**src/rtl/deser_queue_ctrl_if.sv**
```systemverilog
// rtl/deser_queue_ctrl_if.sv - handshake bundle between deserializer, controller and queue
interface deser_queue_ctrl_if #(
    parameter int DATA_W = 8
);
    logic              data_ready;
    logic [DATA_W-1:0] deser_byte;
    logic              consume_req;
    logic              enqueue_out;
    logic [DATA_W-1:0] enq_data;
    logic              dequeue_out;
    logic              status_out;
    logic [3:0]        count_out;
    logic [7:0]        drop_count;
    logic              underrun_out;

    modport master (
        output data_ready, deser_byte, consume_req,
        input  enqueue_out, enq_data, dequeue_out, status_out,
               count_out, drop_count, underrun_out
    );

    modport slave (
        input  data_ready, deser_byte, consume_req,
        output enqueue_out, enq_data, dequeue_out, status_out,
               count_out, drop_count, underrun_out
    );
endinterface

```
**src/rtl/deser_queue_ctrl.sv**
```systemverilog
// rtl/deser_queue_ctrl.sv - arbitrates deserializer bytes and consumer requests onto a queue
module deser_queue_ctrl #(
    parameter int DEPTH  = 8,
    parameter int DATA_W = 8
) (
    input  logic                clock,
    input  logic                reset,
    deser_queue_ctrl_if.slave   bus
);
    localparam logic [3:0] DEPTH_C = 4'(DEPTH);

    typedef enum logic [1:0] {IDLE, ENQ, DEQ} state_t;

    state_t            state_q, state_d;
    logic              pend_enq_q, pend_enq_d;
    logic              pend_deq_q, pend_deq_d;
    logic [DATA_W-1:0] hold_q, hold_d;
    logic [DATA_W-1:0] enq_data_q, enq_data_d;
    logic [3:0]        count_q, count_d;
    logic [7:0]        drop_q, drop_d;
    logic              underrun_q, underrun_d;

    logic go_enq, go_deq, full_drop, clr_enq, ovw_drop;

    // Register all controller state; reset aborts any strobe in flight.
    always_ff @(posedge clock or posedge reset) begin
        if (reset) begin
            state_q    <= IDLE;
            pend_enq_q <= 1'b0;
            pend_deq_q <= 1'b0;
            hold_q     <= '0;
            enq_data_q <= '0;
            count_q    <= 4'd0;
            drop_q     <= 8'd0;
            underrun_q <= 1'b0;
        end else begin
            state_q    <= state_d;
            pend_enq_q <= pend_enq_d;
            pend_deq_q <= pend_deq_d;
            hold_q     <= hold_d;
            enq_data_q <= enq_data_d;
            count_q    <= count_d;
            drop_q     <= drop_d;
            underrun_q <= underrun_d;
        end
    end

    // Next-state decision: enqueue wins over dequeue; a pending byte is committed
    // (pend_enq cleared) on entry to ENQ so a new byte may arrive during the strobe.
    always_comb begin
        state_d    = state_q;
        count_d    = count_q;
        go_enq     = 1'b0;
        go_deq     = 1'b0;
        full_drop  = 1'b0;
        underrun_d = 1'b0;
        case (state_q)
            IDLE: begin
                if (pend_enq_q && (count_q < DEPTH_C)) begin
                    state_d = ENQ;
                    go_enq  = 1'b1;
                end else if (pend_deq_q && (count_q != 4'd0)) begin
                    state_d = DEQ;
                    go_deq  = 1'b1;
                end else begin
                    // Reaching here with pend_enq means the queue is full.
                    if (pend_enq_q && !pend_deq_q) full_drop = 1'b1;
                    // Reaching here with pend_deq means the queue is empty.
                    if (pend_deq_q) underrun_d = 1'b1;
                end
            end
            ENQ: begin
                count_d = count_q + 4'd1;
                // Chain straight into a waiting dequeue so the strobes are back to back.
                if (pend_deq_q) begin
                    state_d = DEQ;
                    go_deq  = 1'b1;
                end else begin
                    state_d = IDLE;
                end
            end
            DEQ: begin
                count_d = count_q - 4'd1;
                state_d = IDLE;
            end
            default: state_d = IDLE;
        endcase
    end

    // Pending flags, hold register, enqueue data and saturating drop counter.
    always_comb begin
        clr_enq    = go_enq | full_drop;
        ovw_drop   = bus.data_ready & pend_enq_q & ~clr_enq;
        pend_enq_d = bus.data_ready | (pend_enq_q & ~clr_enq);
        pend_deq_d = bus.consume_req | (pend_deq_q & ~(go_deq | underrun_d));
        hold_d     = bus.data_ready ? bus.deser_byte : hold_q;
        enq_data_d = go_enq ? hold_q : enq_data_q;
        drop_d     = drop_q;
        if ((full_drop || ovw_drop) && (drop_q != 8'hFF)) drop_d = drop_q + 8'd1;
    end

    assign bus.enqueue_out  = (state_q == ENQ);
    assign bus.dequeue_out  = (state_q == DEQ);
    assign bus.enq_data     = enq_data_q;
    assign bus.count_out    = count_q;
    assign bus.drop_count   = drop_q;
    assign bus.underrun_out = underrun_q;
    assign bus.status_out   = ~pend_enq_q & (count_q < DEPTH_C);
endmodule

```
**src/flat_wrapper.sv**
```systemverilog
// flat-port wrapper written by rule: the top's interface ports become plain ports
module deser_queue_ctrl_flat 
#(
    parameter int DEPTH  = 8,
    parameter int DATA_W = 8
)
  (clock, reset, bus_data_ready, bus_deser_byte, bus_consume_req, bus_enqueue_out, bus_enq_data, bus_dequeue_out, bus_status_out, bus_count_out, bus_drop_count, bus_underrun_out);
  deser_queue_ctrl_if #(.DATA_W(DATA_W)) bus_i ();
  input  logic clock;
  input  logic reset;
  input wire logic [$bits(bus_i.data_ready)-1:0] bus_data_ready;
  input wire logic [$bits(bus_i.deser_byte)-1:0] bus_deser_byte;
  input wire logic [$bits(bus_i.consume_req)-1:0] bus_consume_req;
  output wire logic [$bits(bus_i.enqueue_out)-1:0] bus_enqueue_out;
  output wire logic [$bits(bus_i.enq_data)-1:0] bus_enq_data;
  output wire logic [$bits(bus_i.dequeue_out)-1:0] bus_dequeue_out;
  output wire logic [$bits(bus_i.status_out)-1:0] bus_status_out;
  output wire logic [$bits(bus_i.count_out)-1:0] bus_count_out;
  output wire logic [$bits(bus_i.drop_count)-1:0] bus_drop_count;
  output wire logic [$bits(bus_i.underrun_out)-1:0] bus_underrun_out;
  assign bus_i.data_ready = bus_data_ready;
  assign bus_i.deser_byte = bus_deser_byte;
  assign bus_i.consume_req = bus_consume_req;
  assign bus_enqueue_out = bus_i.enqueue_out;
  assign bus_enq_data = bus_i.enq_data;
  assign bus_dequeue_out = bus_i.dequeue_out;
  assign bus_status_out = bus_i.status_out;
  assign bus_count_out = bus_i.count_out;
  assign bus_drop_count = bus_i.drop_count;
  assign bus_underrun_out = bus_i.underrun_out;
  deser_queue_ctrl #(.DEPTH(DEPTH), .DATA_W(DATA_W)) u_core (.clock(clock), .reset(reset), .bus(bus_i));
endmodule
```
**config.mk**
```make
export PLATFORM = sky130hd
export DESIGN_NAME = deser_queue_ctrl_flat
export DESIGN_NICKNAME = d
export VERILOG_FILES = /design/src/rtl/deser_queue_ctrl_if.sv /design/src/rtl/deser_queue_ctrl.sv /design/src/flat_wrapper.sv
export SDC_FILE = /design/constraint.sdc
export NUM_CORES = 1
export LEC_CHECK = 0
export CORE_MARGIN = 2
export CORE_UTILIZATION = 40
export DETAILED_ROUTE_END_ITERATION = 6
export PLACE_DENSITY_LB_ADDON = 0.05
export SETUP_SLACK_MARGIN = 0.3
export SYNTH_ARGS = -nofsm -noshare
export SYNTH_HDL_FRONTEND = slang
export SYNTH_SLANG_ARGS = --single-unit
```
**constraint.sdc**
```tcl
create_clock -name clock -period 2.2 [get_ports clock]
set_input_delay 0.22 -clock clock [delete_from_list [all_inputs] [get_ports clock]]
set_output_delay 0.22 -clock clock [all_outputs]
set_load 0.01 [all_outputs]
```
### Word level (Yosys, flattened, before mapping)

Index checks and enable logic that the tools add are counted.

* output and inout bits: 24
* logic and storage cells: 55
* input port bits: 12
* bits in registers: 33

* magnitude comparators: 1
* multiplexer cells: 18
* bitwise gates (word level): 12
* equality and inequality tests: 4
* reductions and logical operators: 9
* add/sub/neg operators: 3

Operators by type and width (number)
* 1-bit 2-to-1 mux: 12
* 8-bit by 1-bit adder with 8-bit output (second input constant): 1
* 8-bit inequality test (second input constant): 1
* 4-bit case mux with 2 select lines: 1
* 2-bit 2-to-1 mux: 3
* 1-bit AND: 5
* 4-bit by 1-bit adder with 4-bit output (second input constant): 1
* 1-bit logical AND: 4
* 4-bit < comparator (second input constant): 1
* 1-bit bitwise OR: 4
* 2-bit case mux with 2 select lines: 1
* 4-bit nonzero test: 1
* 4-bit by 1-bit subtractor with 4-bit output (second input constant): 1
* 3-bit by 1-bit inequality test with 1-bit output (second input constant): 1
* 1-bit inverter: 3
* 2-bit by 1-bit == test with 1-bit output (second input constant): 1
* 2-bit == test (second input constant): 1
* 2-bit logical NOT: 1
* 1-bit case mux with 2 select lines: 1
* 2-bit nonzero test: 1
* 1-bit logical NOT: 1
* 1-bit logical OR: 1

### Longest topological paths before layout

* word-level depth: 11
* mapped depth: 7
* mapped depth without buffers: 7

### Least setup slack after synthesis

OpenSTA, ideal clock, no wires.

* path kind: register -> register
* start point: register u_core.state_q[0]
* end point: register u_core.count_q[3] (netlist: u_core.bus.count_out[3])
* stages on the path, launching flop included: 8
* arrival time: 1.701 ns
* slack: 0.375 ns
* setup time: 0.124 ns
* data required time: 2.076 ns
* buffers on the path: 0
* clock period less this slack: 1.825 ns
* path through: dfrtp_1 inv_1 ha_1 ha_1 a21o_1 a211oi_1 a31oi_1 a211o_1

* longest elaborated chain between the ends: 2
* elaborated cells between the ends (all ways): 4
* classes of those cells: 2 x eq/ne; 1 x mux; 1 x reduce/logical

Ends and longest elaborated chain
* from (decl): RTL line deser_queue_ctrl.sv:14 `state_t state_q, state_d;`
* from (signal assigned): RTL line deser_queue_ctrl.sv:37 `state_q <= state_d;`
* 2-bit == test *
* net bus_dequeue_out: RTL line flat_wrapper.sv:16 `output wire logic [$bits(bus_i.dequeue_out)-1:0] bus_dequeue_out;`
* 4-bit case mux with 2 select lines or 2-bit nonzero test (tied branches)
* to (signal assigned): RTL line deser_queue_ctrl.sv:42 `count_q <= count_d;`
* to (decl): RTL line deser_queue_ctrl.sv:19 `logic [3:0] count_q, count_d;`

The timed path passes the listed nets; every way through them passes the cells marked *.
A chain may end at the register's enable or synchronous reset.

### Final worst setup path

* start point: register u_core.state_q[0]
* end point: register u_core.count_q[3] (netlist: u_core.bus.count_out[3])

* longest elaborated chain between the ends: 2
* elaborated cells between the ends (all ways): 4
* classes of those cells: 2 x eq/ne; 1 x mux; 1 x reduce/logical

Ends and longest elaborated chain
* 2-bit == test or 2-bit by 1-bit == test with 1-bit output (tied branches): RTL line deser_queue_ctrl.sv:57 `case (state_q)`
* 4-bit case mux with 2 select lines or 2-bit nonzero test (tied branches)

Several ways; a longest one is shown, not always the timed one.

==> metrics.md <==
| Metric | Value |
|---|---|
| Clock Sinks | `33` |
| Max Buffers Root-to-Sink | `2` |
| Via count | `about 1100` |
| Endpoints failing hold | `0` |
| Hold WS | `0.120 ns` |
| Gate power share | `0.489` |
| Critical setup path kind | `flop to flop` |
| Synth unique cells | `36` |
| Final Wtd Congestion | `0.843` |
| PwrDens | `1430 nW/um2` |
| Flop and latch count out of synthesis | `33` |
| Critical path arrival | `between 2 and 2.5 ns` |
| CTS tree | `yes` |
| Largest net degree at the start of global routing | `30` |
| Max-slew violations | `0` |
| Most frequent cells in the layout | `35 x clkdlybuf4s50_1, 33 x dfrtp_1, 17 x mux2_2, 11 x inv_1, 8 x nand2_1` |
| Area Growth Syn to Fin | `34.2%` |
| Final core occ | `0.567` |
| Via density | `about 5.1` |
| Global-route wire length before repair | `between 5000 and 6000 um` |
| RSZ-0062 raised after global routing | `true` |
| Yosys top cell area share | `0.522` |
| First DRT Iteration DRCs | `78` |
| CTS H-tree lvls | `2` |
| DP Wirelength | `2160 um` |
| Worst-path clk slew | `0.07 ns` |
| Antenna cell count | `0` |
| Post-Syn Nets | `146` |
| Final WS setup | `0.349 ns` |
| Vias in the first global route | `1146` |
| Rows | `22` |
| Status | `completed` |
| Yosys top cell by area | `dfrtp_1` |
| Syn avg cell area | `12.5 um2` |
| P_sw | `0.00113 W` |
| Final Cycle Share | `0.841` |
| NumNets Final | `about 190` |
| Minimum clock period | `1.85 ns` |
| Leakage | `0.928 nW` |
| Mapped Cells | `between 100 and 150` |
| Overflow after GRT | `0` |
| Skew-Pair Late Insertion Delay | `0.29 ns` |
| Core ar. | `3740 um2` |
| Peak supply drop | `720 uV` |
| ANT nets after route | `0` |
| Worst Setup Slack post-DPL | `about 0.28 ns` |
| Startpoint types | `flop` |
| TritonCTS Buffers | `5` |
| Clock network fraction of total power | `0.159` |
| Starting Density | `0.423` |
| Clock root cell | `clkbuf_8` |
| Final WL | `2980 um` |
| Max FO, Critical Path | `6` |
| Max-cap violations | `0` |
| Ports | `36` |
| Hold crit path type | `primary input to async pin` |
| Area occupied by multi-input gates | `727 um2` |
| Die area | `4480 um2` |
| Tot Pwr | `between 0.003 and 0.004 W` |
| DIE WIDTH | `66.9 um` |
| Sw Share | `0.371` |
| Reg area | `826 um2` |
| Drt pass-1 iters | `4` |
| Yosys warning count | `0` |
| CP endpoint kind | `flop` |
| Req. time, crit path | `2.38 ns` |
| Routed len/inst | `between 10 and 15 um` |
| Int Pwr | `0.00191 W` |
| Slew at the pin closest to its max-slew limit | `0.433 ns` |
| Register area share after synthesis | `0.522` |
| Initial antenna violation count | `0` |
| Setup TNS | `0 ns` |
| Synth area leaders | `dfrtp_1 52%, mux2_2 12%, ha_1 4.7%, mux2_1 2.8%, inv_1 2.6%` |
| Setup violators final | `0` |
| DRC | `0` |
| Die Ht | `66.9 um` |
| Slew HR | `0.709` |
| GRT Overall Usage | `0.155` |
| # fillers | `327` |
| Mapped Area | `approximately 1600 um2` |
| Most common cell after layout, fill and taps aside | `clkdlybuf4s50_1` |
| Clk_skew | `0.00457 ns` |
| Seq pwr share | `0.352` |
| # port buffers | `35` |
| Fmax | `540 MHz` |
| Layout cell share with drive strength beyond 1 | `0.228` |
-- state kept, by name, indices dropped and copies added, names as in the netlist --
register,flops
u_core.bus.count_out,4
u_core.bus.drop_count,8
u_core.bus.enq_data,8
u_core.bus.underrun_out,1
u_core.hold_q,8
u_core.pend_deq_q,1
u_core.pend_enq_q,1
u_core.state_q,2
-- cell type report --
type	count	share of cell area
clock buffer	6	0.0389
clock inverter	2	0.00648
inverter	13	0.0230
multi-input combinational	80	0.342
sequential	33	0.389
tap	48	0.0283
timing repair buffer	37	0.172
-- cell usage after synthesis, drive strengths merged --
cell     instances
xnor2            1
a21oi            7
a32o             1
or2              1
xor2             4
fa               1
inv             13
o211ai           1
dfrtp           33
nand2b           1
nor2b            2
nand2            8
nor3b            2
nor2             6
buf              1
a21o             1
ha               6
and3             1
mux2i            1
nor4             3
and4             1
o221ai           1
mux2            21
o31ai            1
a31oi            1
a2111oi          1
nand3            4
a211oi           1
a211o            1
o21bai           1
-- final timing paths --
kind                                           end              start  cells past startpoint  slack, ns
max in group asynchronous   u_core.bus.enq_data[1]              reset                      3       1.47
max reg2reg                u_core.bus.count_out[3]  u_core.state_q[0]                      7       0.35
max                        u_core.bus.count_out[3]  u_core.state_q[0]                      7       0.35
min                         u_core.bus.enq_data[2]              reset                      2       0.12
min reg2reg                       u_core.hold_q[4]   u_core.hold_q[4]                      1       0.50
min in group clock               u_core.pend_deq_q    bus_consume_req                      3       0.48
-- cell families after synthesis --
logic type | after synthesis | share of synthesized area
buf+inv | 14 | 0.0340
compound gates | 17 | 0.0925
xor+xnor | 5 | 0.0277
flops | 33 | 0.522
simple gates | 29 | 0.108
mux | 22 | 0.156
fa+ha+maj | 7 | 0.0601
-- per-layer routing --
metal	up-vias	share of wire	global-route usage	routed length (um)
li1	529	-	-	-
met1	534	0.44	0.185	1320
met4	0	0.020	0.0689	61
met3	7	0.059	0.0473	177
met2	40	0.48	0.254	1420
met5	-	0	0	0
-- through the flow --
step,area (um2),cells
2_1_floorplan,1580,127
3_3_place_gp,2000,211
3_5_place_dp,2000,211
4_1_cts,2100,219
5_1_grt,2120,219
6_report,2120,219
-- power by group through the flow --
| stage | sequential [W] | combinational (W) | clock, W |
|---|---|---|---|
| floorplan | 0.00112 | 0.000832 | 0 |
| global placement | 0.00107 | 0.00143 | 0 |
| detailed placement | 0.00108 | 0.00147 | 0 |
| CTS | 0.00107 | 0.00148 | 0.000498 |
| global route | 0.00111 | 0.00165 | 0.000522 |
| finish | 0.00107 | 0.00149 | 0.000483 |
-- critical path, stage by stage (launching register included) --
cell      delay (ns)
dfrtp_1         0.40
inv_1           0.13
ha_4            0.18
ha_1            0.23
a21o_1          0.22
a211oi_1        0.27
a31oi_1         0.07
a211o_1         0.26
-- what timing repair did --
| action | in CTS | in global routing |
|---|---|---|
| endpoints found under the setup margin | 1 | 2 |
| resized for setup | 1 | 3 |
| setup buffers | 0 | 0 |
| hold buffers | 0 | 0 |
| pin swaps | 0 | 1 |
No activity file was read; power rests on OpenSTA's default activity.
